## src/rtl/seq_divider_pkg.sv

```systemverilog
// Shared types for the sequential restoring divider: FSM state encoding and default width.
package seq_divider_pkg;
  typedef enum logic [1:0] {IDLE = 2'd0, BUSY = 2'd1, DONE = 2'd2} state_t;
  localparam int DEFAULT_W = 2;
endpackage

```

## src/rtl/seq_divider_step.sv

```systemverilog
// One restoring-division step: shift in the next dividend bit, trial-subtract, keep or restore.
module seq_divider_step
  import seq_divider_pkg::*;
#(
  parameter int W = DEFAULT_W
) (
  input  logic [W-1:0] rem_i,
  input  logic [W-1:0] quot_i,
  input  logic [W-1:0] dreg_i,
  output logic [W-1:0] rem_o,
  output logic [W-1:0] quot_o
);
  // The compare runs at W+1 bits; the result is always below dreg, so W bits hold it.
  logic [W:0] s;
  logic       ge;

  assign s      = {rem_i, quot_i[W-1]};
  assign ge     = s >= {1'b0, dreg_i};
  assign rem_o  = ge ? (s[W-1:0] - dreg_i) : s[W-1:0];
  assign quot_o = {quot_i[W-2:0], ge};
endmodule

```

## src/rtl/seq_divider.sv

```systemverilog
// Multi-cycle unsigned restoring divider, one quotient bit per clock, valid/ready on both sides.
// Define SEQ_DIVIDER_SELFCHECK_EN to add the Q*D+R==N, R<D result check driving ERR.
module seq_divider
  import seq_divider_pkg::*;
#(
  parameter int W = DEFAULT_W
) (
  input  logic         CLK,
  input  logic         RST,
  input  logic         IN_VALID,
  output logic         IN_READY,
  input  logic [W-1:0] N,
  input  logic [W-1:0] D,
  output logic         OUT_VALID,
  input  logic         OUT_READY,
  output logic [W-1:0] Q,
  output logic [W-1:0] R,
  output logic         DIV0,
  output logic         ERR
);
  localparam int            CW       = (W > 1) ? $clog2(W) : 1;
  localparam logic [CW-1:0] CNT_LAST = CW'(W - 1);

  state_t        state_q;
  logic [W-1:0]  rem_q, quot_q, dreg_q, q_q, r_q;
  logic [W-1:0]  rem_d, quot_d;
  logic [CW-1:0] count_q;
  logic          div0_q, err_q, err_d;

  seq_divider_step #(.W(W)) u_step (
    .rem_i  (rem_q),
    .quot_i (quot_q),
    .dreg_i (dreg_q),
    .rem_o  (rem_d),
    .quot_o (quot_d)
  );

`ifdef SEQ_DIVIDER_SELFCHECK_EN
  logic [W-1:0]   n_q;
  logic [2*W-1:0] prod;

  always_ff @(posedge CLK) begin
    if (RST)                                         n_q <= '0;
    else if (state_q == IDLE && IN_VALID && D != '0) n_q <= N;
  end

  // Judged on the values about to be latched, so ERR lands together with Q/R.
  assign prod  = ({{W{1'b0}}, quot_d} * {{W{1'b0}}, dreg_q}) + {{W{1'b0}}, rem_d};
  assign err_d = (prod != {{W{1'b0}}, n_q}) || (rem_d >= dreg_q);
`else
  assign err_d = 1'b0;
`endif

  always_ff @(posedge CLK) begin
    if (RST) begin
      state_q <= IDLE;
      rem_q   <= '0;
      quot_q  <= '0;
      dreg_q  <= '0;
      count_q <= '0;
      q_q     <= '0;
      r_q     <= '0;
      div0_q  <= 1'b0;
      err_q   <= 1'b0;
    end else begin
      case (state_q)
        IDLE: if (IN_VALID) begin
          if (D != '0) begin
            quot_q  <= N;
            rem_q   <= '0;
            dreg_q  <= D;
            count_q <= CNT_LAST;
            state_q <= BUSY;
          end else begin
            q_q     <= '1;
            r_q     <= N;
            div0_q  <= 1'b1;
            err_q   <= 1'b0;
            state_q <= DONE;
          end
        end
        BUSY: begin
          rem_q  <= rem_d;
          quot_q <= quot_d;
          if (count_q == '0) begin
            q_q     <= quot_d;
            r_q     <= rem_d;
            div0_q  <= 1'b0;
            err_q   <= err_d;
            state_q <= DONE;
          end else begin
            count_q <= count_q - CW'(1);
          end
        end
        DONE: if (OUT_READY) begin
          err_q   <= 1'b0;
          state_q <= IDLE;
        end
        default: state_q <= IDLE;
      endcase
    end
  end

  assign IN_READY  = (state_q == IDLE);
  assign OUT_VALID = (state_q == DONE);
  assign Q         = q_q;
  assign R         = r_q;
  assign DIV0      = div0_q;
  assign ERR       = err_q;
endmodule
```

## config.mk

```make
export PLATFORM = sky130hd
export DESIGN_NAME = seq_divider
export DESIGN_NICKNAME = d
export VERILOG_FILES = /design/src/rtl/seq_divider_pkg.sv /design/src/rtl/seq_divider_step.sv /design/src/rtl/seq_divider.sv
export SDC_FILE = /design/constraint.sdc
export NUM_CORES = 1
export LEC_CHECK = 0
export ABC_AREA = 1
export CAP_MARGIN = 15
export CORE_MARGIN = 10
export CORE_UTILIZATION = 40
export DETAILED_ROUTE_END_ITERATION = 8
export HOLD_SLACK_MARGIN = 0.08
export PLACE_DENSITY = 0.67
export SETUP_SLACK_MARGIN = 0.4
export SYNTH_ARGS = -nofsm -noshare
export SYNTH_HDL_FRONTEND = slang
export SYNTH_SLANG_ARGS = --single-unit
```

## constraint.sdc

```tcl
create_clock -name CLK -period 1.4 [get_ports CLK]
set_input_delay 0.28 -clock CLK [delete_from_list [all_inputs] [get_ports CLK]]
set_output_delay 0.28 -clock CLK [all_outputs]
set_load 0.02 [all_outputs]
```

# --- After elaboration in Yosys (flattened, before gate mapping) ---
# Cells that the tools add are included.
word_totals:
  ramBits: 0
  elab_cells: 60
  output_inout_bits: 8
  ff_bits: 15
  n_memories: 0
  inputBits: 8
  latch_bits: 0
  rom_bits: 0
op_classes:
  n_shift: 0
  reduce_logical: 9
  div: 0
  n_eq_ne: 7
  n_mul: 0
  add_sub_neg: 2
  mux: 32
  bitwise: 0
  n_lt_le_gt_ge: 1
ops:
  columns: ["cell", "n"]
  rows:
  - ["$mux 2", 15]
  - ["$pmux 2 s2", 4]
  - ["$mux 1", 9]
  - ["$reduce_and 3->1", 3]
  - ["$ne 2x2->1 const B", 3]
  - ["$pmux 2 s3", 1]
  - ["$reduce_and 5->1", 1]
  - ["$ne 2x1->1 const B", 2]
  - ["$pmux 1 s2", 2]
  - ["$reduce_and 4->1", 1]
  - ["$reduce_bool 2->1", 2]
  - ["$ge 3x2->1", 1]
  - ["$pmux 1 s3", 1]
  - ["$reduce_bool 3->1", 1]
  - ["$eq 2x1->1 const B", 1]
  - ["$eq 2x2->1 const B", 1]
  - ["$logic_not 2->1", 1]
  - ["$sub 2x2->2", 1]
  - ["$sub 1x1->1 const B", 1]

# --- Longest topological paths before layout ---
depth:
  word_depth: 4
  mapped_depth: 10
  mapped_depth_nobuf: 10

# --- Cells and area by module ---
# Synthesis repeated with hierarchy kept, for this count alone.
unflattened:
  hier_cells: 119
  area_unflattened_um2: 787.0
by_module_without_submodules:
  columns: ["module", "area_each_um2", "seq_area_each_um2", "n_inst", "cells_per_inst"]
  rows:
  - ["seq_divider", 658.1, 280.3, 1, 99]
  - ["seq_divider_step", 128.9, 0.0, 1, 20]

# --- Worst setup path after synthesis ---
# No wires, ideal clock.
synth_timing:
  path_type: "register -> register"
  start: "reg dreg_q[1]"
  end: "reg rem_q[0]"
  required_time_ns: 1.344
  setup_slack_ns: 0.037
  t_arrival_ns: 1.307
  path_stages_with_launch: 10
  setup_ns: 0.056
  synth_period_minus_slack_ns: 1.363
  n_path_buf: 0
  path_cell_list: "dfxtp_1 inv_1 ha_1 nand2_1 nand3_1 nor2_1 nand2_1 nand3_1 nand2_1 inv_1"
synth_via:
  elab_chain_len: 3
synth_rtl:
  columns: ["item", "line", "source"]
  rows:
  - ["start, declared", "seq_divider.sv:25", "logic [W-1:0] rem_q, quot_q, dreg_q, q_q, r_q;"]
  - ["start signal, assigned", "seq_divider.sv:59", "dreg_q <= '0;"]
  - ["start signal, assigned", "seq_divider.sv:71", "dreg_q <= D;"]
  - ["$ge 3x2->1", "seq_divider_step.sv:18", "assign ge = s >= {1'b0, dreg_i};"]
  - ["$mux 2", "seq_divider_step.sv:19", "assign rem_o = ge ? (s[W-1:0] - dreg_i) : s[W-1:0];"]
  - ["$pmux 2 s2", "seq_divider.sv:66", "case (state_q)"]
  - ["end signal, assigned", "seq_divider.sv:83", "rem_q <= rem_d;"]
  - ["end, declared", "seq_divider.sv:25", null]
# No other way between the ends.
# A chain may end at the register's enable or synchronous reset.

# --- Worst setup path after layout ---
layout_timing:
  start: "reg state_q[0]"
  end: "out OUT_VALID"
layout_via:
  elab_chain_len: 1
layout_rtl:
  columns: ["item", "line", "source"]
  rows:
  - ["start, declared", "seq_divider.sv:24", "state_t state_q;"]
  - ["start signal, assigned", "seq_divider.sv:56", "state_q <= IDLE;"]
  - ["start signal, assigned", "seq_divider.sv:73", "state_q <= BUSY;"]
  - ["start signal, assigned", "seq_divider.sv:79", "state_q <= DONE;"]
  - ["$eq 2x2->1", "seq_divider.sv:105", "assign OUT_VALID = (state_q == DONE);"]
  - ["end, declared", "seq_divider.sv:14", "output logic OUT_VALID,"]
# No other way between the ends.

==> flow_summary.toml <==
[run_status]
status = "completed"

[worst_setup_path]
r2r_cells = 9
crit_arrival_ns = 0.99
critPathSlowestCell = "dfxtp_4"
r2r_end = "rem_q[0]"
cp_slowest_stage_delay_ns = 0.36
crit_family = "flip-flops"
worstPathRequired_ns = 1.12
start_kind = "flop"
r2r_start = "state_q[0]"
crit_type = "reg2out"
cp_num_buf_inv = 2
r2r_setup_slack_ns = 0.13
worstPathCellList = "buf_12 -> nor2_4 -> buf_6"
cp_max_fo = 2
endpoint_kind = "output pin"

[clock_network]
ctsHoldBuffers = 0
h-tree-depth = 1
cts_sinks = 14
root_buffer = "clkbuf_4"
path_clk_slew_ns = 0.09
cts_buffer_depth = 2
cts_buffers = 3
clk_latency_ns = 0.28
tritoncts = "yes"

[yosys]
ys_seq_area_share_pct = 34.6
synth.most_common_cell = "nand2_1"
async_flop_share_pct = 0
synthFlopType = "dfxtp_1"
synthDistinctLibCells = 26
synth_edf_count = 0
synth_nets = 125
netlist_area_sq_um = 810
ys.warnings.count = 0
yosysTopAreaCell = "dfxtp_1"
ys_seq_elements = 14
syn_inst = 115
synth.top_cells.by_area = "dfxtp_1 35%, nand2_1 11%, inv_1 7.0%"
synth_top_area_share_pct = 34.6
avgSynthCellArea_sq_um = 7.04
synth_commonest_cells = "24 x nand2_1, 15 x inv_1, 14 x dfxtp_1"

[placed_design]
place_congestion = 0.800
dpl-instance-area_sq_um = 1110
hpwl_um = 1510
numPortBuffers = 14

[power_and_ir_drop]
powerDensity_nw_per_um2 = 1040
irDropWorstVdd_mv = 0.788
finalPower_uw = 1520
leakage_uw = 0.000631

[global_route]
grt_pass1_wl_um = 3820
grt_pass1_vias = 820
grt.overflow.total = 0
grt_usage_pct = 11.1
antenna_found_initial = 0
grt_start_max_net_pins = 9

[sta]
finalSetupViolations = 0
rsz0062_at_grt = "yes"
fmax_mhz = 788
clock_skew_ns = 0.00219
slew_violations = 0
period_minus_slack_ns = 1.27
post-route-period-util_pct = 90.6
finalHoldWorstSlack_ns = 0.491
hold_violations = 0

[detailed_routing]
routedWlPerCell_um = 14.5
vias = 862
drc = 0
wl_um = 2550
avgViaCountPerCell = 4.90
drt_iter0_markers = 20
ant_nets = 0
dr.pass1.iters = 4

[layout]
nFillCells = 143
insertedDiodeCount = 0
seqCellArea_sq_um = 302
finalInstanceArea_sq_um = 1460
final_util_pct = 75.0
area_growth_pct = 79.9
multiInputGateArea_sq_um = 633
drive_gt1_share_pct = 55.0
nNetsFinal = 160

[floorplan]
row_count = 16
coreArea_sq_um = 1940
pin_count = 16
die_h_um = 65.0
start_util_pct = 41.7
die_area_sq_um = 4220
fp.dieW_um = 65.0

[hold_path]
hold_class = "reg2reg"
holdPathEnd = "dreg_q[0]"
min_path_cells = 2
hp-start = "dreg_q[0]"

[run]
max_cap_violations = 0
-- per-stage QoR --
stage	setup slack [ns]	instances	setup TNS (ns)
floorplan	0.241	115	0
global placement	-0.0465	160	-0.148
detailed placement	-0.0857	160	-0.522
CTS	0.147	172	0
global route	0.0487	176	0
finish	0.131	176	0
-- worst register-to-register path, stage by stage (launching register included) --
cell	delay, ns
dfxtp_4	0.37
buf_6	0.13
inv_8	0.04
nor2_8	0.14
buf_12	0.13
clkinv_8	0.07
nand3_1	0.10
nand3_1	0.09
nand2_1	0.07
inv_1	0.04
-- registers in the layout, indices dropped and copies added, names as in the netlist --
name / count
rem_q: 2
DIV0: 1
dreg_q: 2
count_q: 1
quot_q: 2
state_q: 2
R: 2
Q: 2
-- placed cells by master (no fill, tap or decap), drive strengths merged, types with 2 or more instances in the layout --
cell type,count
nand2,28
buf,25
inv,18
dfxtp,14
nor2,14
nand3,14
a21oi,10
clkdlybuf4s50,4
clkbuf,4
o21ai,4
dlygate4sd2,3
nor3,3
nand4,2
ha,2
-- cells by family after synthesis --
logic type / Yosys count / share of synthesized area [%]
flops: 14 / 34.6
fa+ha+maj: 2 / 3.09
other cells: 1 / 0.463
compound gates: 15 / 10.5
xor+xnor: 1 / 1.08
simple gates: 61 / 38.8
buf+inv: 21 / 11.4
-- area by class of cell --
cell class                 count  area share [%]
multi-input combinational     80            43.5
timing repair buffer          32            24.7
inverter                      18            6.19
tap                           27            2.32
clock buffer                   4            1.80
timing repair inverter         1           0.773
sequential                    14            20.7
-- how the worst max path moves through the flow --
stage,startpoint,to,depth (start not counted)
4_1_cts,dreg_q[1],R[1],8
5_1_grt,rem_q[0],rem_q[0],8
3_5_place_dp,D[0],dreg_q[1],8
3_3_place_gp,D[0],dreg_q[0],7
2_1_floorplan,dreg_q[1],rem_q[1],9
6_report,state_q[0],OUT_VALID,3
-- per-layer routing --
| layer | vias to the layer above | wire length (um) | part of all wire, % | global-route usage [%] |
|---|---|---|---|---|
| met5 | - | 0 | 0 | 0 |
| met4 | 0 | 46 | 1.8 | 5.08 |
| li1 | 432 | - | - | - |
| met1 | 400 | 1020 | 40 | 12.6 |
| met2 | 24 | 1360 | 53 | 19.3 |
| met3 | 6 | 118 | 4.6 | 2.58 |
-- timing repair --
action / CTS / global route
gates cloned: 2 / 0
setup buffers: 6 / 4
setup endpoints to repair: 21 / 21
resized for setup: 73 / 22
hold endpoints to repair: 0 / 0
pin swaps: 14 / 11
-- where the power goes --
part | switching, uW | internal [uW]
combinational | 398 | 366
clock | 135 | 110
sequential | 56.4 | 455
total | 589 | 932
No activity file was read; power rests on OpenSTA's default activity.
